<file path="src/rtl/fp_alu_arbiter.sv">
// Round-robin arbiter that time-shares one fp_alu among NUM_REQ requesters.
// Latches the winner's operands, runs the ALU start/ready handshake under a watchdog and returns the result.
module fp_alu_arbiter #(
    parameter int NUM_REQ = 4,
    parameter int ID_W    = 2,
    parameter int TIMEOUT = 64
) (
    input  logic                  clk,
    input  logic                  reset_n,
    input  logic [NUM_REQ-1:0]    req_valid,
    input  logic [32*NUM_REQ-1:0] req_a,
    input  logic [32*NUM_REQ-1:0] req_b,
    input  logic [3*NUM_REQ-1:0]  req_op,
    output logic [NUM_REQ-1:0]    req_ready,
    output logic [NUM_REQ-1:0]    rsp_valid,
    input  logic [NUM_REQ-1:0]    rsp_ready,
    output logic [31:0]           rsp_result,
    output logic                  rsp_invalid,
    output logic                  rsp_timeout,
    output logic [ID_W-1:0]       grant_id,
    output logic                  busy,
    output logic                  alu_start,
    output logic [31:0]           alu_operand_a,
    output logic [31:0]           alu_operand_b,
    output logic [2:0]            alu_opcode,
    input  logic [31:0]           alu_result,
    input  logic                  alu_invalid,
    input  logic                  alu_ready
);

    localparam int CNT_W = $clog2(TIMEOUT + 1);

    typedef enum logic [1:0] {
        S_IDLE,
        S_ISSUE,
        S_BUSY,
        S_RESPOND
    } state_e;

    state_e               state_q, state_d;
    logic [NUM_REQ-1:0]   req_ready_q, req_ready_d;
    logic [NUM_REQ-1:0]   rsp_valid_q, rsp_valid_d;
    logic [31:0]          rsp_result_q, rsp_result_d;
    logic                 rsp_invalid_q, rsp_invalid_d;
    logic                 rsp_timeout_q, rsp_timeout_d;
    logic [ID_W-1:0]      grant_q, grant_d;
    logic [ID_W-1:0]      last_grant_q, last_grant_d;
    logic                 busy_q, busy_d;
    logic                 alu_start_q, alu_start_d;
    logic [31:0]          alu_a_q, alu_a_d;
    logic [31:0]          alu_b_q, alu_b_d;
    logic [2:0]           alu_op_q, alu_op_d;
    logic [CNT_W-1:0]     wd_cnt_q, wd_cnt_d;

    logic [ID_W:0]        pick;
    logic                 pick_found;
    logic [ID_W-1:0]      pick_id;
    logic [2:0]           pick_op;

    // Returns {found, index}. Scanning from the farthest slot back toward
    // last+1 lets the nearest valid requester overwrite the others.
    function automatic logic [ID_W:0] rr_pick(input logic [NUM_REQ-1:0] valid,
                                              input logic [ID_W-1:0]    last);
        logic [ID_W:0]   res;
        logic [ID_W-1:0] idx;
        res = '0;
        for (int k = NUM_REQ; k >= 1; k--) begin
            idx = ID_W'((int'(last) + k) % NUM_REQ);
            if (valid[idx]) res = {1'b1, idx};
        end
        return res;
    endfunction

    function automatic logic [NUM_REQ-1:0] onehot(input logic [ID_W-1:0] idx);
        return NUM_REQ'(1) << idx;
    endfunction

    assign pick       = rr_pick(req_valid, last_grant_q);
    assign pick_found = pick[ID_W];
    assign pick_id    = pick[ID_W-1:0];
    assign pick_op    = req_op[3*pick_id +: 3];

    // NOTE: every _d starts as its _q (or its idle value) before the case, so no branch can leave a latch behind.
    always_comb begin
        state_d       = state_q;
        req_ready_d   = '0;
        rsp_valid_d   = rsp_valid_q;
        rsp_result_d  = rsp_result_q;
        rsp_invalid_d = rsp_invalid_q;
        rsp_timeout_d = rsp_timeout_q;
        grant_d       = grant_q;
        last_grant_d  = last_grant_q;
        alu_start_d   = alu_start_q;
        alu_a_d       = alu_a_q;
        alu_b_d       = alu_b_q;
        alu_op_d      = alu_op_q;
        wd_cnt_d      = wd_cnt_q;

        case (state_q)
            S_IDLE: begin
                // alu_ready also gates the grant so an aborted operation can drain first.
                if (pick_found && alu_ready) begin
                    grant_d     = pick_id;
                    req_ready_d = onehot(pick_id);
                    alu_a_d     = req_a[32*pick_id +: 32];
                    alu_b_d     = req_b[32*pick_id +: 32];
                    alu_op_d    = pick_op;
                    if (pick_op[2]) begin
                        rsp_result_d  = '0;
                        rsp_invalid_d = 1'b1;
                        rsp_timeout_d = 1'b0;
                        state_d       = S_RESPOND;
                    end else begin
                        alu_start_d = 1'b1;
                        wd_cnt_d    = '0;
                        state_d     = S_ISSUE;
                    end
                end
            end

            S_ISSUE, S_BUSY: begin
                wd_cnt_d = wd_cnt_q + 1'b1;
                if (wd_cnt_q == CNT_W'(TIMEOUT - 1)) begin
                    alu_start_d   = 1'b0;
                    rsp_result_d  = '0;
                    rsp_invalid_d = 1'b0;
                    rsp_timeout_d = 1'b1;
                    rsp_valid_d   = onehot(grant_q);
                    state_d       = S_RESPOND;
                end else if (state_q == S_ISSUE) begin
                    if (!alu_ready) begin
                        alu_start_d = 1'b0;
                        state_d     = S_BUSY;
                    end
                end else if (alu_ready) begin
                    rsp_result_d  = alu_result;
                    rsp_invalid_d = alu_invalid;
                    rsp_timeout_d = 1'b0;
                    rsp_valid_d   = onehot(grant_q);
                    state_d       = S_RESPOND;
                end
            end

            S_RESPOND: begin
                // An illegal opcode arrives here with rsp_valid still low; raise it
                // first so a permanently high rsp_ready cannot skip the response.
                if (rsp_valid_q == '0) begin
                    rsp_valid_d = onehot(grant_q);
                end else if (rsp_ready[grant_q]) begin
                    rsp_valid_d  = '0;
                    last_grant_d = grant_q;
                    state_d      = S_IDLE;
                end
            end

            default: state_d = S_IDLE;
        endcase

        busy_d = (state_d != S_IDLE);
    end

    // NOTE: all state updates use <= so every flop samples the same pre-edge values.
    always_ff @(posedge clk or negedge reset_n) begin
        if (!reset_n) begin
            state_q       <= S_IDLE;
            req_ready_q   <= '0;
            rsp_valid_q   <= '0;
            rsp_result_q  <= '0;
            rsp_invalid_q <= 1'b0;
            rsp_timeout_q <= 1'b0;
            grant_q       <= '0;
            last_grant_q  <= ID_W'(NUM_REQ - 1);
            busy_q        <= 1'b0;
            alu_start_q   <= 1'b0;
            alu_a_q       <= '0;
            alu_b_q       <= '0;
            alu_op_q      <= '0;
            wd_cnt_q      <= '0;
        end else begin
            state_q       <= state_d;
            req_ready_q   <= req_ready_d;
            rsp_valid_q   <= rsp_valid_d;
            rsp_result_q  <= rsp_result_d;
            rsp_invalid_q <= rsp_invalid_d;
            rsp_timeout_q <= rsp_timeout_d;
            grant_q       <= grant_d;
            last_grant_q  <= last_grant_d;
            busy_q        <= busy_d;
            alu_start_q   <= alu_start_d;
            alu_a_q       <= alu_a_d;
            alu_b_q       <= alu_b_d;
            alu_op_q      <= alu_op_d;
            wd_cnt_q      <= wd_cnt_d;
        end
    end

    assign req_ready     = req_ready_q;
    assign rsp_valid     = rsp_valid_q;
    assign rsp_result    = rsp_result_q;
    assign rsp_invalid   = rsp_invalid_q;
    assign rsp_timeout   = rsp_timeout_q;
    assign grant_id      = grant_q;
    assign busy          = busy_q;
    assign alu_start     = alu_start_q;
    assign alu_operand_a = alu_a_q;
    assign alu_operand_b = alu_b_q;
    assign alu_opcode    = alu_op_q;

endmodule

</file>
<file path="config.mk">
export PLATFORM = sky130hd
export DESIGN_NAME = fp_alu_arbiter
export DESIGN_NICKNAME = d
export VERILOG_FILES = /design/src/rtl/fp_alu_arbiter.sv
export SDC_FILE = /design/constraint.sdc
export NUM_CORES = 1
export LEC_CHECK = 0
export BUFFER_PORTS_ARGS = -buffer_cell sky130_fd_sc_hd__buf_2
export CAP_MARGIN = 40
export CORE_AREA = 2 2 164 166
export CTS_CLUSTER_DIAMETER = 30
export CTS_CLUSTER_SIZE = 10
export DETAILED_ROUTE_END_ITERATION = 12
export DIE_AREA = 0 0 166 168
export HOLD_SLACK_MARGIN = 0.06
export PLACE_DENSITY = 0.56
export SYNTH_ARGS = -nofsm -noshare
export SYNTH_HDL_FRONTEND = slang
export SYNTH_SLANG_ARGS = --single-unit
</file>
<file path="constraint.sdc">
create_clock -name clk -period 2.2 [get_ports clk]
set_input_delay 0.22 -clock clk [delete_from_list [all_inputs] [get_ports clk]]
set_output_delay 0.22 -clock clk [all_outputs]
set_load 0.05 [all_outputs]
</file>
## After elaboration in Yosys (flattened, before gate mapping)

Cells that the tools add are included.

- Word-level logic and storage cells: 114
- Register bits after elaboration: 124
- Output and inout port bits: 113

- Reduce and logical (&&, ||, !) cells: 13
- Bitwise logic cells: 1
- Muxes and demuxes: 58
- Shifts and indexed selects: 5
- Multipliers: 1
- Eq/ne operators: 12
- Magnitude comparators: 5
- $add $sub $neg: 5

Operators with widths:

| cell | number |
|---|---|
| $shiftx A128 B8 Y32 | 2 |
| $mux W32 | 5 |
| $pmux W32 S2 | 1 |
| $mux W4 | 7 |
| $mux W1 | 20 |
| $mux W2 | 8 |
| $lt A2 B3 Y1 const B | 5 |
| $ne A3 B3 Y1 const B | 5 |
| $mux W7 | 2 |
| $pmux W7 S2 | 1 |
| $mux W3 | 4 |
| $shiftx A12 B5 Y3 | 1 |
| $bmux W1 S2 | 5 |
| $reduce_and A5 Y1 | 2 |
| $pmux W4 S2 | 1 |
| $shl A1 B2 Y4 const A | 2 |
| $add A7 B1 Y7 const B | 1 |
| $eq A7 B6 Y1 const B | 1 |
| $ne A2 B2 Y1 const B | 3 |
| $pmux W1 S2 | 3 |
| $pmux W2 S3 | 1 |
| $reduce_and A3 Y1 | 2 |
| $reduce_bool A2 Y1 | 3 |
| $add A2 B1 Y2 const B | 2 |
| 11 further kinds | 13 |

## Depth between registers and ports, before layout

Gate-level depths: netlist of run 1.

- Depth after elaboration: 13
- Gate-level depth with buffers: 10
- Depth with buffers taken out: 8

## Worst setup path after synthesis of run 1

No wires, ideal clock.

- Path kind: register to register
- From: reg state_q[0]
- To: reg rsp_result_q[0], in the netlist rsp_result[0]
- Slack: 60 ps
- Library setup time: 121 ps
- Required time: 2,079 ps
- Period minus slack after synthesis: 2,140 ps
- Stages on the path, launching flop included: 11
- Arrival time: 2,020 ps
- Path through: dfrtp_1 inv_1 ha_1 nand2b_1 clkbuf_1 or2_2 clkbuf_1 clkbuf_1 nand2_1 a21oi_1 a41o_1

- Cells in the longest elaborated chain, start to end: 4
- Elaborated cells between the ends (all ways): 11
- Classes of those cells: 6 x eq/ne; 1 x mux; 4 x reduce/logical

Ends and longest elaborated chain:

| element | RTL line | RTL |
|---|---|---|
| start, declared | 40 | `state_e state_q, state_d;` |
| start signal, assigned | 180 | `state_q <= state_d;` |
| $eq A2 B1 Y1 or $eq A2 B2 Y1 (tied branches) | 99, 130 |  |
| $reduce_or A2 Y1 | 99 | `case (state_q)` |
| $ne A3 B3 Y1 (no source line) or $reduce_bool A2 Y1 (tied branches) | - |  |
| $reduce_and A5 Y1 (no source line) | - |  |
| end signal, assigned | 183 | `rsp_result_q <= rsp_result_d;` |
| end, declared | 43 | `logic [31:0] rsp_result_q, rsp_result_d;` |

Parallel ways exist; a longest one is shown, timed or not.
A chain may end at the register's enable or synchronous reset.

## Worst setup path in the final report of run 1

- From: reg last_grant_q[0]
- To: reg rsp_result_q[21], in the netlist rsp_result[21]

- Cells in the longest elaborated chain, start to end: 11
- Elaborated cells between the ends (all ways): 22
- Classes of those cells: 4 x add/sub; 1 x mul; 2 x eq/ne; 1 x shift; 12 x mux; 2 x reduce/logical

Ends and longest elaborated chain:

| element | RTL line | RTL |
|---|---|---|
| start, declared | 47 | `logic [ID_W-1:0] last_grant_q, last_grant_d;` |
| start signal, assigned | 172 | `last_grant_q <= ID_W'(NUM_REQ - 1);` |
| start signal, assigned | 187 | `last_grant_q <= last_grant_d;` |
| $add A2 B1 Y2 | 68 | `idx = ID_W'((int'(last) + k) % NUM_REQ);` |
| $bmux W1 S2 | 69 | `if (valid[idx]) res = {1'b1, idx};` |
| $mux W1 (not written as such) | 69 |  |
| $mux W3 (3 in series) | 69 |  |
| $mux W3 (*) | 69 |  |
| $mul A2 B2 Y4 | 81 | `assign pick_op = req_op[3*pick_id +: 3];` |
| $shiftx A12 B5 Y3 | 81 |  |
| $ne A2 B2 Y1 (no source line) | - |  |
| $reduce_and A5 Y1 (no source line) (*) | - |  |

Every way passes the cells marked *; elsewhere a longest branch is shown, timed or not. The select of a mux whose other input is x is not followed.

==> impl_metrics.env, run 1 <==
export IMPL_cp_end_kind="flip-flop"
export IMPL_coreArea_mm2=0.0264
export IMPL_dp_hpwl_um=21100
export IMPL_p_int_uw=9020
export IMPL_slew_headroom=0.629
export IMPL_cellPowerDensity_mw_per_mm2=1600
export IMPL_drt_total_wl_um=30100
export IMPL_cts_max_path_buffers=2
export IMPL_use_met2=0.355
export IMPL_yosysWarnings=0
export IMPL_vias=8318
export IMPL_tightest_slew_ns=0.556
export IMPL_syn_to_final_growth_pct=55.0
export IMPL_grt_pass1_wl_um=45500
export IMPL_path_cells="nand2b_4, buf_6, a211oi_4, mux2i_1, buf_4, mux2_4, o21ai_4, buf_12, a41o_1"
export IMPL_synth_distinct_cells=44
export IMPL_antenna_found_initial=7
export IMPL_leakagePower_uw=0.00604
export IMPL_setup_violations=0
export IMPL_grt_max_degree=85
export IMPL_insertion_delay_ns=0.42
export IMPL_startpoint_type="flip-flop"
export IMPL_finalWorstSetupSlack_ns=0.0162
export IMPL_power_total_uw=18300
export IMPL_busiest_layer="met2"
export IMPL_synth_fp_nets=1147
export IMPL_ys_ff_latch=124
export IMPL_grt_met3_usage=0.0567
export IMPL_drtIter0Drc=472
export IMPL_layout_min_cycle_time_ns=2.18
export IMPL_syn_area_mm2=0.00738
export IMPL_run_status="completed"
export IMPL_wl_per_cell_um=18.3
export IMPL_antenna_left=0
export IMPL_required_ns=2.55
export IMPL_start_util=0.280
export IMPL_cts_sinks=124
export IMPL_worstSetupPathType="reg2reg"
export IMPL_max_freq_mhz=458
export IMPL_max_stage_delay_ns=0.38
export IMPL_skew_ns=0.00860
export IMPL_drt_first_pass_iters=6
export IMPL_dieArea_mm2=0.0279
export IMPL_ys_seq_area_frac=0.421
export IMPL_pre_cts_slack_ns=-0.0670
export IMPL_dieWidth_um=166
export IMPL_fin_crit_sh=0.993
export IMPL_rsz0062_at_grt="yes"
export IMPL_power_switching_uw=9290
export IMPL_drive_gt1_frac=0.420
export IMPL_crit_slowest_cell="dfstp_2"
export IMPL_vias_per_cell=5.07
export IMPL_grt_pass1_vias=8179
export IMPL_drv_cap=0
export IMPL_hold_viol=0
export IMPL_place_congestion=0.788
export IMPL_num_rows=60
export IMPL_cts_htree_levels=4
export IMPL_peakVddDrop_v=0.000872
export IMPL_setup_tns_ns=0
export IMPL_swShare=0.507
export IMPL_hold_ws_ns=0.0933
export IMPL_worstPathArrival_ns=2.54
export IMPL_fp_dieH_um=168
export IMPL_finalMaxSlewViolations=0
export IMPL_p_seq_frac=0.215
export IMPL_hold_path_class="in2reg"
export IMPL_design_portCount=425
export IMPL_path_clk_slew_ns=0.06
export IMPL_cts_root_buf="clkbuf_16"
export IMPL_netlist_instances=830
export IMPL_fillers=2666
export IMPL_cts_buffers=17
export IMPL_cts_tree="done"
export IMPL_grt_overflow=0
export IMPL_route_detailed_drc=0
export IMPL_avgSynthCellArea_um2=8.89
export IMPL_clkPwrFrac=0.169
export IMPL_critPathMaxFanout=29
export IMPL_port_buffers=424
export IMPL_nets=1598
export IMPL_p_comb_frac=0.616
export IMPL_gr_usage_met1=0.247
export IMPL_gr_usage_all_layers=0.203
## kinds of logic after synthesis
logic type,synth area share
fa+ha+maj,0.00983
xor+xnor,0.00119
compound gates,0.326
simple gates,0.179
buf+inv,0.0510
flops,0.421
mux,0.0131
## registers in the layout, summed over array words and instances, names as in the netlist
| name | cells |
|---|---|
| rsp_valid | 4 |
| rsp_invalid | 1 |
| alu_operand_b | 32 |
| req_ready | 4 |
| state_q | 2 |
| rsp_timeout | 1 |
| alu_start | 1 |
| busy | 1 |
| rsp_result | 32 |
| alu_opcode | 3 |
| alu_operand_a | 32 |
| last_grant_q | 2 |
| grant_id | 2 |
| wd_cnt_q | 7 |
## final cells by class
| cell class | count | area (um^2) | area share |
|---|---|---|---|
| diodes | 5 | 12.5 | 0.00109 |
| clock buffers | 17 | 425 | 0.0372 |
| clock inverters | 15 | 211 | 0.0185 |
| inverters | 9 | 33.8 | 0.00295 |
| multi-input cells | 613 | 4030 | 0.352 |
| flip-flops and latches | 124 | 3110 | 0.271 |
| well taps | 341 | 427 | 0.0373 |
| repair buffers | 516 | 3200 | 0.279 |
## cells in the final DEF, fill, tap and decap left out, drive strengths merged, types with 3 or more instances in the layout
master	count
inv	14
ha	5
nand3	5
a41o	31
o211ai	15
and2	68
nand2	179
nor2	13
nand2b	6
buf	482
or3	3
a211oi	70
a21oi	36
mux2i	4
a21o	67
bufinv	4
dfrtp	122
nand3b	3
o21ai	12
mux2	3
a211o	3
a311oi	66
and3	4
diode	5
dlygate4sd3	31
clkinv	4
clkbuf	20
## critical path, delay by kind of cell, from the launching register on
family	cells	cell delay (ns)
compound gates	3	0.67
buf+inv	3	0.48
mux	2	0.44
flops	1	0.38
simple gates	1	0.15
## synthesized netlist by cell type, drive strengths merged
cell type	n	area share
a32oi	1	0.0012
nand3b	3	0.0031
a32o	2	0.0027
o21ai	12	0.0097
nor2	13	0.0066
and2	68	0.058
a21oi	36	0.024
ha	5	0.0085
a41o	31	0.042
inv	9	0.0046
a211oi	70	0.073
or4	1	0.0010
xor2	1	0.0012
o41a	1	0.0015
nand2b	6	0.0051
nor3b	1	0.0010
mux4	1	0.0031
mux2	3	0.0046
dfstp	2	0.0071
a211o	3	0.0036
nor2b	1	0.00085
nor4	1	0.00085
nand2	179	0.091
a21boi	1	0.0010
a311oi	66	0.078
a21o	67	0.068
nor3	2	0.0014
or2	1	0.00085
mux2i	4	0.0054
maj3	1	0.0014
dfrtp	122	0.41
and3	4	0.0034
o31ai	2	0.0020
o211ai	15	0.015
clkbuf	64	0.033
or3	3	0.0025
buf	20	0.014
o21a	2	0.0020
a2bb2oi	1	0.0012
nand3	5	0.0034
## timing repair
item,4_1_cts,5_1_grt
endpoints found under the setup margin,36,86
pin swaps,6,7
setup buffers,9,0
gates resized for setup,18,14
hold buffers,31,0
gates cloned,2,4
endpoints found under the hold margin,80,0
## path summary, 6_finish.rpt
check                                 start                 to  slack, ns  cells past startpoint
max                         last_grant_q[0]     rsp_result[21]       0.02                      9
min                          alu_result[21]     rsp_result[21]       0.09                      2
max reg2reg                 last_grant_q[0]     rsp_result[21]       0.02                      9
min reg2reg                alu_operand_a[5]   alu_operand_a[5]       0.47                      1
max in group asynchronous           reset_n  alu_operand_a[17]       1.22                      3
min in group asynchronous           reset_n      rsp_result[5]       0.33                      2
## power groups by stage
stage | clock network, uW | logic (uW) | registers [uW]
final | 3100 | 11300 | 3930
after global routing | 3270 | 12100 | 4070
after CTS | 3190 | 11000 | 3930
after detailed placement | 0 | 10600 | 3940
after global placement | 0 | 10600 | 3920
after floorplan | 0 | 4460 | 6970
## metal layers
layer | share of wire | routed length, um | up-vias
li1 | - | - | 3990
met1 | 0.42 | 12500 | 4005
met2 | 0.50 | 15100 | 294
met3 | 0.069 | 2080 | 25
met4 | 0.0098 | 295 | 4
met5 | 0.00090 | 27 | -
## metrics by stage
step                cells  instance area (um^2)   util
detailed placement   1559                 10200  0.386
CTS                  1633                 11300  0.430
global placement     1559                 10200  0.386
finish               1640                 11400  0.434
global route         1635                 11400  0.434
floorplan             830                  7380      -
(Power assumes the default switching activity.)
==> inputs of run 2 (changes only) <==
CORE_AREA = 2 2 165 167   (was 2 2 164 166)
DIE_AREA = 0 0 167 169   (was 0 0 166 168)
PLACE_DENSITY = 0.55   (was 0.56)
==> run 2 against run 1 <==
Against the previous run: register-to-register slack about the same; non-clock buffer count rose by 37; routed wire length is 0.34% lower; clock power is 6% lower; critical endpoint is now alu_operand_b[15]; design area up 3.8%; final cell count rose by 2.5%; via count grew 2.1%; power increased by 2.6%; hold slack improved by 0.085 ns; utilization grew 1.4 points; first-iteration DRC count down 9.3%; maximum frequency fell by 0.22%.
==> impl_metrics.env, run 2 (synthesis results as in run 1) <==
export IMPL_run_status="completed"
export IMPL_layout_min_cycle_time_ns=2.19
export IMPL_dp_hpwl_um=22600
export IMPL_startpoint_type="flip-flop"
export IMPL_drv_cap=0
export IMPL_cts_root_buf="clkbuf_16"
export IMPL_route_met2_wl_um=14900
export IMPL_cp_depth=9
export IMPL_hold_depth=3
export IMPL_setup_violations=0
export IMPL_route_detailed_drc=0
export IMPL_antenna_found_initial=12
export IMPL_cp_end_kind="flip-flop"
export IMPL_dieWidth_um=167
export IMPL_crit_slowest_cell="dfstp_2"
export IMPL_final_cell_count_no_fill=1681
export IMPL_gr_usage_all_layers=0.202
export IMPL_syn_to_final_growth_pct=61.0
export IMPL_fin_crit_sh=0.995
export IMPL_routed_top_layer="met5"
export IMPL_drt_first_pass_iters=6
export IMPL_wl_per_cell_um=17.8
export IMPL_cts_htree_levels=4
export IMPL_tightest_slew_ns=0.476
export IMPL_fp_dieH_um=169
export IMPL_cts_buffers=17
export IMPL_dieArea_mm2=0.0282
export IMPL_path_cells="nor3b_1, buf_4, a211o_4, buf_12, buf_6, and2_1, a211oi_2, a311oi_2, a21o_1"
export IMPL_path_buf_inv=3
export IMPL_finalMaxSlewViolations=0
export IMPL_final_cell_mix="423 x buf_2, 177 x nand2_1, 122 x dfrtp_1, 67 x a21o_1, 66 x and2_1"
export IMPL_drtIter0Drc=428
export IMPL_hold_path_class="in2reg"
export IMPL_path_clk_slew_ns=0.06
export IMPL_place_congestion=0.869
export IMPL_skew_ns=0.0114
export IMPL_antenna_left=0
export IMPL_design_portCount=425
export IMPL_cts_tree="done"
export IMPL_grt_pass1_vias=8420
export IMPL_slew_headroom=0.680
export IMPL_vias=8496
export IMPL_hold_viol=0
export IMPL_worstSetupPathType="reg2reg"
export IMPL_vias_per_cell=5.05
export IMPL_peakVddDrop_v=0.000951
export IMPL_place_inst=1602
export IMPL_regArea_mm2=0.00311
export IMPL_drt_met1_wl_um=12000
export IMPL_nets=1635
export IMPL_required_ns=2.51
export IMPL_grt_overflow=0
export IMPL_cellPowerDensity_mw_per_mm2=1580
export IMPL_grt_pass1_wl_um=45200
export IMPL_final_common_cell="buf_2"
export IMPL_hold_ws_ns=0.178
export IMPL_drive_gt1_frac=0.455
export IMPL_coreArea_mm2=0.0265
export IMPL_worst_r2r_cell_count=9
export IMPL_max_stage_delay_ns=0.55
export IMPL_rsz0062_at_grt="yes"
export IMPL_grt_max_degree=64
export IMPL_max_freq_mhz=457
export IMPL_critPathMaxFanout=16
export IMPL_worst_path_dominant_cell_family="compound AO/OA/AOI/OAI gates"
export IMPL_start_util=0.279
export IMPL_fillers=2624
export IMPL_multi_input_area_mm2=0.00415
export IMPL_cts_max_path_buffers=2
export IMPL_num_rows=60
export IMPL_worstPathArrival_ns=2.50
export IMPL_cts_sinks=124
export IMPL_insertion_delay_ns=0.42
export IMPL_drt_total_wl_um=30000
export IMPL_port_buffers=424
export IMPL_wl_met3_um=2220
export IMPL_leakagePower_uw=0.00625
run 2: cell count changes in the layout (fill, tap and decap cells not counted), moves of 3 or more:
cell,before,now
a211oi_1,66,50
a211oi_2,2,18
a21oi_1,32,36
a21oi_2,4,0
a311oi_1,64,53
a311oi_2,2,13
buf_12,11,22
buf_16,4,1
buf_4,35,61
buf_6,9,12
diode_2,5,9
run 2: metrics by stage:
stage | setup WS (ns) | total power, uW | instance area (um^2) | util | TNS, ns
after global routing | -0.0916 | 19900 | 11900 | 0.448 | -3.77
after global placement | -0.149 | 15300 | 10600 | 0.400 | -1.41
after detailed placement | -0.157 | 15400 | 10600 | 0.400 | -2.38
after CTS | -0.00392 | 18600 | 11600 | 0.439 | -0.00628
after floorplan | 0.0596 | 11400 | 7380 | - | 0
final | 0.0115 | 18800 | 11900 | 0.448 | 0
run 2: metal layers:
| layer | vias to the layer above | global-route usage |
|---|---|---|
| li1 | 4061 | - |
| met1 | 4081 | 0.239 |
| met2 | 295 | 0.346 |
| met3 | 53 | 0.0636 |
| met4 | 6 | 0.0742 |
| met5 | - | 0 |
run 2: repair_timing:
item	CTS	global route
hold buffers	32	0
setup endpoints to repair	54	97
pin swaps	1	3
endpoints found under the hold margin	68	0
cloned	1	1
gates resized for setup	14	40
setup buffers	3	1
run 2: cell type report:
cell class              instances  share of cell area
diodes                          9             0.00190
clock inverters                15              0.0152
repair buffers                553               0.298
clock buffers                  17              0.0358
inverters                       9             0.00284
multi-input cells             613               0.349
flip-flops and latches        124               0.261
well taps                     341              0.0359
run 2: report_power, final:
group	internal [uW]	switching, uW	leakage [uW]	total [uW]
logic	4280	7670	0.00440	11900
clock network	1720	1200	0.000289	2920
registers	3320	601	0.00156	3920
run 2: path summary, 6_finish.rpt:
path | slack, ns | start | endpoint
max | 0.01 | last_grant_q[0] | alu_operand_b[15]
min | 0.18 | alu_invalid | rsp_invalid
max reg2reg | 0.01 | last_grant_q[0] | alu_operand_b[15]
min reg2reg | 0.47 | alu_operand_a[30] | alu_operand_a[30]
max in group asynchronous | 1.22 | reset_n | alu_operand_b[2]
min in group asynchronous | 0.27 | reset_n | rsp_result[11]
run 2: worst min-delay path: cells and delay by family:
| family | cells | cell delay (ns) |
|---|---|---|
| AO/OA/AOI/OAI | 2 | 0.22 |
| buffers and inverters | 1 | 0.11 |
